**src/rtl/norm_pkg.sv**
```systemverilog
// Shared types and helpers for the norm_n leading-sign normaliser.
package norm_pkg;

    typedef enum logic [1:0] {
        ST_IDLE = 2'd0,
        ST_SCAN = 2'd1,
        ST_DONE = 2'd2
    } norm_state_e;

    localparam int LEGAL_WIDTH_S = 16;
    localparam int LEGAL_WIDTH_L = 32;
    localparam int NORM_OUT_W    = 16;

    function automatic bit legal_width(input int w);
        return (w == LEGAL_WIDTH_S) || (w == LEGAL_WIDTH_L);
    endfunction

    function automatic bit legal_step(input int s);
        return (s == 1) || (s == 2) || (s == 4) || (s == 8);
    endfunction

    // Bits needed to hold a count in 0..max_val (at least one bit).
    function automatic int cnt_width(input int max_val);
        return (max_val < 2) ? 1 : $clog2(max_val + 1);
    endfunction

endpackage

```
**src/rtl/norm_lead_win.sv**
```systemverilog
// Combinational leading-one encoder over a STEP-bit window: found flag and
// number of zeros above the highest set bit.
module norm_lead_win
    import norm_pkg::*;
#(
    parameter int STEP = 1,
    parameter int ZW   = cnt_width(STEP - 1)
) (
    input  logic [STEP-1:0] win,
    output logic            found,
    output logic [ZW-1:0]   zcnt
);

    // Scan LSB to MSB so the highest set bit writes last and wins.
    always_comb begin
        found = |win;
        zcnt  = {ZW{1'b0}};
        for (int i = 0; i < STEP; i++) begin
            zcnt = win[i] ? ZW'(STEP - 1 - i) : zcnt;
        end
    end

endmodule

```
**src/rtl/norm_n.sv**
```systemverilog
// Multi-cycle ITU norm_s/norm_l: counts left shifts needed to normalise a
// two's-complement operand. Define NORM_N_SHIFT_OUT_EN to add the shifted var_out.
module norm_n
    import norm_pkg::*;
#(
    parameter int WIDTH = 32,
    parameter int STEP  = 1
) (
    input  logic                  clk,
    input  logic                  reset,
    input  logic                  ready,
    input  logic [WIDTH-1:0]      var_in,
    output logic                  busy,
    output logic                  done,
    output logic [NORM_OUT_W-1:0] norm,
    output logic [WIDTH-1:0]      var_out
);

    localparam int NW = cnt_width(WIDTH - 1);
    localparam int ZW = cnt_width(STEP - 1);

    if (!legal_width(WIDTH)) begin : g_bad_width
        $fatal(1, "norm_n: WIDTH must be 16 or 32");
    end
    if (!legal_step(STEP)) begin : g_bad_step
        $fatal(1, "norm_n: STEP must be 1, 2, 4 or 8");
    end

    norm_state_e      state_q, state_d;
    logic [NW-1:0]    norm_q, norm_d;
    logic             done_q, done_d;
    logic [WIDTH-1:0] work_q, work_d;
    logic [NW-1:0]    norm_sum_s;
    logic             win_found_s;
    logic [ZW-1:0]    win_zcnt_s;
`ifdef NORM_N_SHIFT_OUT_EN
    logic [WIDTH-1:0] opnd_q, opnd_d;
    logic [WIDTH-1:0] var_out_q, var_out_d;
`endif

    // Window sits just below the sign position; for legal WIDTH/STEP it never
    // reaches below bit 0, so no zero fill is needed.
    norm_lead_win #(
        .STEP (STEP),
        .ZW   (ZW)
    ) u_win (
        .win   (work_q[WIDTH-2 -: STEP]),
        .found (win_found_s),
        .zcnt  (win_zcnt_s)
    );

    // Next-state and datapath decode for IDLE/SCAN/DONE.
    always_comb begin
        state_d    = state_q;
        norm_d     = norm_q;
        done_d     = 1'b0;
        work_d     = work_q;
        norm_sum_s = norm_q + NW'(win_zcnt_s);
`ifdef NORM_N_SHIFT_OUT_EN
        opnd_d     = opnd_q;
        var_out_d  = var_out_q;
`endif
        case (state_q)
            ST_IDLE: begin
                if (ready) begin
                    if (var_in == {WIDTH{1'b0}}) begin
                        norm_d  = {NW{1'b0}};
                        done_d  = 1'b1;
                        state_d = ST_DONE;
`ifdef NORM_N_SHIFT_OUT_EN
                        var_out_d = {WIDTH{1'b0}};
`endif
                    end else if (var_in == {WIDTH{1'b1}}) begin
                        norm_d  = NW'(WIDTH - 1);
                        done_d  = 1'b1;
                        state_d = ST_DONE;
`ifdef NORM_N_SHIFT_OUT_EN
                        var_out_d = {1'b1, {(WIDTH-1){1'b0}}};
`endif
                    end else begin
                        norm_d  = {NW{1'b0}};
                        work_d  = var_in[WIDTH-1] ? ~var_in : var_in;
                        state_d = ST_SCAN;
`ifdef NORM_N_SHIFT_OUT_EN
                        opnd_d  = var_in;
`endif
                    end
                end else begin
                    state_d = ST_IDLE;
                end
            end
            ST_SCAN: begin
                if (win_found_s) begin
                    norm_d  = norm_sum_s;
                    done_d  = 1'b1;
                    state_d = ST_DONE;
`ifdef NORM_N_SHIFT_OUT_EN
                    var_out_d = opnd_q << norm_sum_s;
`endif
                end else begin
                    work_d = work_q << STEP;
                    norm_d = norm_q + NW'(STEP);
                end
            end
            ST_DONE: begin
                work_d  = {WIDTH{1'b0}};
                state_d = ST_IDLE;
            end
            default: begin
                work_d  = {WIDTH{1'b0}};
                state_d = ST_IDLE;
            end
        endcase
    end

    // State registers with synchronous active-high reset.
    always_ff @(posedge clk) begin
        if (reset) begin
            state_q <= ST_IDLE;
            norm_q  <= {NW{1'b0}};
            done_q  <= 1'b0;
            work_q  <= {WIDTH{1'b0}};
`ifdef NORM_N_SHIFT_OUT_EN
            opnd_q    <= {WIDTH{1'b0}};
            var_out_q <= {WIDTH{1'b0}};
`endif
        end else begin
            state_q <= state_d;
            norm_q  <= norm_d;
            done_q  <= done_d;
            work_q  <= work_d;
`ifdef NORM_N_SHIFT_OUT_EN
            opnd_q    <= opnd_d;
            var_out_q <= var_out_d;
`endif
        end
    end

    assign busy = (state_q != ST_IDLE);
    assign done = done_q;
    assign norm = NORM_OUT_W'(norm_q);
`ifdef NORM_N_SHIFT_OUT_EN
    assign var_out = var_out_q;
`else
    assign var_out = {WIDTH{1'b0}};
`endif

endmodule

```
**config.mk**
```make
export PLATFORM = sky130hd
export DESIGN_NAME = norm_n
export DESIGN_NICKNAME = d
export VERILOG_FILES = /design/src/rtl/norm_pkg.sv /design/src/rtl/norm_lead_win.sv /design/src/rtl/norm_n.sv
export SDC_FILE = /design/constraint.sdc
export NUM_CORES = 1
export LEC_CHECK = 0
export CAP_MARGIN = 20
export CORE_MARGIN = 1.5
export CORE_UTILIZATION = 45
export CTS_CLUSTER_DIAMETER = 150
export CTS_CLUSTER_SIZE = 24
export DETAILED_ROUTE_END_ITERATION = 8
export HOLD_SLACK_MARGIN = 0.15
export PLACE_DENSITY = 0.78
export SYNTH_ARGS = -nofsm -noshare
export SYNTH_HDL_FRONTEND = slang
export SYNTH_SLANG_ARGS = --single-unit
```
**constraint.sdc**
```tcl
create_clock -name clk -period 3.46 [get_ports clk]
set_clock_uncertainty 0.1 [all_clocks]
set_input_delay 0.692 -clock clk [delete_from_list [all_inputs] [get_ports clk]]
set_output_delay 0.692 -clock clk [all_outputs]
set_load 0.1 [all_outputs]
```
* Word-level counts from Yosys, hierarchy flattened
Cells that the tools add are included.
** Word-level totals
- Logic and storage cells :: 42
- Latch bits :: 0
- Bits in writable memories :: 0
- Input bits :: 35
- Bits in read-only memories :: 0
- Output and inout port bits :: 50
- Memories :: 0
- Flip-flop bits (word level) :: 39
** Cells by class
- Shift-type cells :: 0
- Reduce and logical (&&, ||, !) cells :: 7
- Multiplexer cells :: 21
- $lt $le $gt $ge :: 0
- Bitwise logic cells :: 1
- Equality and inequality tests :: 7
- $add $sub $neg :: 1
- Div/mod/pow operators :: 0
- $mul :: 0
** Operators by type and width (count)
- 31-bit two-way mux :: 5
- 31-bit one-hot mux with 2 select lines :: 1
- 32-bit equality test, second input constant :: 1
- 32-bit zero test :: 1
- 31-bit inverter :: 1
- 5-bit two-way mux :: 4
- 2-bit inequality test, second input constant :: 5
- 5-bit one-hot mux with 2 select lines :: 1
- 2-bit two-way mux :: 4
- 3-bit AND reduction :: 2
- 5-bit by 1-bit adder with 5-bit output, second input constant :: 1
- 1-bit two-way mux :: 4
- 2-bit one-hot mux with 2 select lines :: 1
- 4-bit AND reduction :: 1
- 2-bit nonzero test :: 2
- 2-bit by 1-bit equality test with 1-bit output, second input constant :: 1
- 2-bit zero test :: 1
- 1-bit one-hot mux with 2 select lines :: 1

* Logic depth before layout (Yosys ltp)
- Depth in word-level cells :: 6
- Gate-level depth with buffers :: 12

* By module
A second synthesis with hierarchy kept.
** Unflattened totals
- Cells, all modules :: 440
- Area total of the unflattened synthesis :: 3433.3 um^2
** Modules (own cells, without submodules)
- norm_n :: cells an instance 437, area each 3414.5 um^2, instances 1, sequential area each 780.7 um^2
- norm_lead_win :: cells an instance 3, area each 18.8 um^2, instances 1, sequential area each 0.0 um^2

* Worst setup path before layout
No wires, ideal clock.
- Kind :: input port to flip-flop
- Start :: input port var_in[31]
- End :: register work_q[17]
- Slack :: 0.812 ns
- Buffers on the path :: 5
- Stages :: 12
- Arrival :: 2.468 ns
- Library setup time :: 0.080 ns
- Cells stage by stage :: clkbuf_1 -> buf_2 -> inv_1 -> ha_1 -> nor4b_1 -> nand4_1 -> o2bb2a_2 -> buf_6 -> a21o_1 -> buf_6 -> buf_6 -> a211oi_2
** On the way
- Longest elaborated chain between the ends :: 5
- Elaborated cells between the ends (all ways) :: 10
- Classes of those cells :: eq/ne (3); mux (5); reduce/logical (2)
** Ends and longest elaborated chain
- from (decl) :: line norm_n.sv:12 : input logic [WIDTH-1:0] var_in,
- parallel branches: the longest is 5 deep, another holds 32-bit equality test
- to (signal assigned) :: line norm_n.sv:122 : work_q <= {WIDTH{1'b0}};
- to (signal assigned) :: line norm_n.sv:131 : work_q <= work_d;
- to (decl) :: line norm_n.sv:32 : logic [WIDTH-1:0] work_q, work_d;
Several ways; the timed one is not identified. The select of a mux whose other input is x is not followed.
A chain may end at the register's enable or synchronous reset.

* Final worst setup path
- Start :: input port var_in[30]
- End :: register work_q[11]
** On the way
- Longest elaborated chain between the ends :: 3
- Elaborated cells between the ends (all ways) :: 5
- Classes of those cells :: eq/ne (3); reduce/logical (2)
** Ends and longest elaborated chain (line)
- 32-bit equality test / 32-bit zero test (equally long branches) :: norm_n.sv:73, norm_n.sv:66
- 2-bit inequality test (no line)
- 4-bit AND reduction (no line) (*)
Every way passes the cells marked *; elsewhere a longest branch is shown, timed or not.

==> impl_metrics.tcl <==
set metrics [dict create \
    outcome "finished, final reports clean" \
    dp_hpwl_um 4250 \
    cp_num_buf_inv 2 \
    synth_ff_type "dfxtp_1" \
    holdWs_ns 0.386 \
    root_buffer "clkbuf_8" \
    drc_errors 0 \
    postCtsResizedCells 0 \
    hold_viol_final 0 \
    synthSimpleGateAreaFrac 0.109 \
    rsz0062_at_grt "false" \
    synth_xor_xnor_area_share 0.0977 \
    async_reset_ff_frac 0 \
    synthMuxAreaShare 0.00372 \
    grt_usage 0.199 \
    synth_edf_count 0 \
    yosysWarnings 0 \
    regArea_um2 781 \
    hold_path_class "reg -> reg" \
    cts_setup_buffers 0 \
    ant_nets 0 \
    syn_to_final_growth_pct 13.6 \
    cts-buffers-inserted 5 \
    cts.path.max_buffers 2 \
    core.rowCount 27 \
    nets 371 \
    cts_tree "built" \
    path_class "in -> reg" \
    cpPeakStageDelay_ns 0.48 \
    synth_top_family_by_area "compound AO/OA/AOI/OAI gates" \
    fp.dieH_um 80.3 \
    fin_crit_sh 0.822 \
    grt_pass1_vias 2112 \
    slowest_stage "clkdlybuf4s50_1" \
    synth_cells 306 \
    drt_iter0_markers 204 \
    core-area_um2 5640 \
    routedWlPerCell_um 15.5 \
    place.port_buffers 41 \
    syn_area_per_cell_um2 8.79 \
    clk_pin_slew_ns 0.08 \
    die_w_um 80.3 \
    antenna_found_initial 0 \
    syn_area_um2 2690 \
    max_freq_mhz 352 \
    peakVddDrop_v 0.000306 \
    yosysUniqueCellTypes 39 \
    grt_max_degree 35 \
    h-tree-depth 2 \
    synth_fa_ha_area_frac 0.0140 \
    r2r_start "state_q[0]" \
    p_per_area_nw_per_um2 500 \
    clock_latency_ns 0.29 \
    layout-drive-gt1-share 0.120 \
    clock-sinks 39 \
    rrSetupSlack_ns 1.36 \
    finalWirelength_um 6280 \
    grt-ovfl-total 0 \
    cp-end-kind "register" \
    initial_core_util 0.477 \
    grt_pass1_wl_um 10200 \
    leakage_nw 1.21 \
    cp-startpoint "var_in[30]" \
    fin_tns_setup_ns 0 \
    multi_input_area_um2 1600 \
    ys_seq_elements 39 \
    holdCritStartpoint "work_q[0]" \
    avgViaCountPerCell 5.77 \
    drv_cap 0 \
    synth-seq-area-share 0.290 \
    num_vias 2343 \
    antenna_cells 0 \
    synth-compound-area-share 0.310 \
    finalSetupViolCount 0 \
    fillers 554 \
    required_ns 3.56 \
    path_delay_family "compound AO/OA/AOI/OAI gates" \
    min_period_ns 2.84 \
    critPathMaxFanout 25 \
    critPathLaunchType "input port" \
    path_cells "clkdlybuf4s50_1 > ha_1 > nand4_1 > nor4_2 > o2bb2a_2 > a21o_1 > buf_4 > a211oi_1" \
    pin_count 85 \
    crit_arrival_ns 2.95 \
    hold_buffers 0 \
    place_congestion 0.773 \
    maxSlewViolCount 0 \
    die_area_um2 6450 \
    drt_first_pass_iters 4 \
]
## stage by stage
step | total power, mW | area [um^2] | util | setup slack (ns) | std cells
2_1_floorplan | 1.06 | 2850 | - | 0.812 | 348
3_3_place_gp | 1.13 | 2940 | 0.521 | 0.423 | 398
3_5_place_dp | 1.14 | 2940 | 0.521 | 0.381 | 398
4_1_cts | 1.53 | 3060 | 0.542 | 0.672 | 406
5_1_grt | 1.60 | 3060 | 0.542 | 0.538 | 406
6_report | 1.53 | 3060 | 0.542 | 0.618 | 406
## layout by cell type (no fill, tap or decap), drive strengths merged
cell type / netlist / layout
a211oi: 58 / 58
o221ai: 1 / 1
nand4: 10 / 10
a22oi: 29 / 29
clkbuf: 23 / 6
buf: 48 / 16
xor2: 29 / 29
a31o: 1 / 1
a32o: 1 / 1
a21o: 1 / 1
o21a: 1 / 1
xnor2: 1 / 1
nand3b: 1 / 1
and2: 3 / 3
nor3: 2 / 2
nor4: 8 / 8
conb: 1 / 43
clkinv: 0 / 1
nand2: 7 / 7
ha: 3 / 3
nor2b: 1 / 1
dfxtp: 39 / 39
nor2: 6 / 6
mux2i: 1 / 1
a21oi: 4 / 4
a31oi: 2 / 2
bufinv: 0 / 1
and3: 2 / 2
o21ai: 5 / 5
nand3: 5 / 5
a41oi: 1 / 1
nand2b: 5 / 5
inv: 4 / 4
o211a: 1 / 1
o2bb2a: 1 / 1
nor4b: 1 / 1
clkdlybuf4s50: 0 / 33
## final timing paths
path / to / depth (start not counted)
worst max register to register: work_q[11] / 6
worst min-delay path: work_q[0] / 2
worst min register to register: work_q[0] / 2
worst max-delay path: work_q[11] / 8
## where the power goes
group | switching (mW) | leakage (nW) | internal (mW)
Sequential | 0.0365 | 0.323 | 0.504
Clock | 0.164 | 0.0612 | 0.234
Combinational | 0.436 | 0.821 | 0.155
Total | 0.637 | 1.21 | 0.893
## cells in the mapped netlist, drive strengths merged, types with 3 or more instances
master	number	area (um^2)
o21ai	5	25.0
dfxtp	39	781
and2	3	18.8
ha	3	37.5
a21oi	4	20.0
a22oi	29	218
a211oi	58	485
clkbuf	23	86.3
nand3	5	25.0
xor2	29	254
nor4	8	62.6
nand4	10	62.6
inv	4	15.0
nand2b	5	31.3
nor2	6	22.5
buf	48	367
nand2	7	26.3
## layout make-up
cell class	instances	area share
clock buffers	6	0.0270
well taps	72	0.0295
multi-input cells	234	0.525
repair buffers	49	0.147
clock inverters	2	0.0115
flip-flops and latches	39	0.256
inverters	4	0.00491
## cells by family (layout without fill, tap and decap cells)
kind of cell / Yosys count / after routing
AO/OA/AOI/OAI: 106 / 106
XOR/XNOR: 30 / 30
adder cells (fa/ha/maj): 3 / 3
buffers and inverters: 75 / 61
flip-flops: 39 / 39
multiplexers: 1 / 1
other: 1 / 43
AND/OR/NAND/NOR: 51 / 51
## state kept, by name, summed over array words and instances, names as in the netlist
signal / count
work_q: 31
norm_q: 5
state_q: 2
done: 1
## per-layer routing
layer | GRT usage | wire length (um)
met1 | 0.288 | 2910
met2 | 0.313 | 2960
met3 | 0.0273 | 396
met4 | 0.0414 | 15
met5 | 0 | 0
## worst register-to-register path, cell delays in order, from the launching register on
cell and delay (ns):
dfxtp_1 0.50, nor2b_1 0.26, nand2_1 0.09, and2_1 0.27, a21o_1 0.28, buf_4 0.26
a211oi_1 0.26
Power figures use the tool's default switching activity.
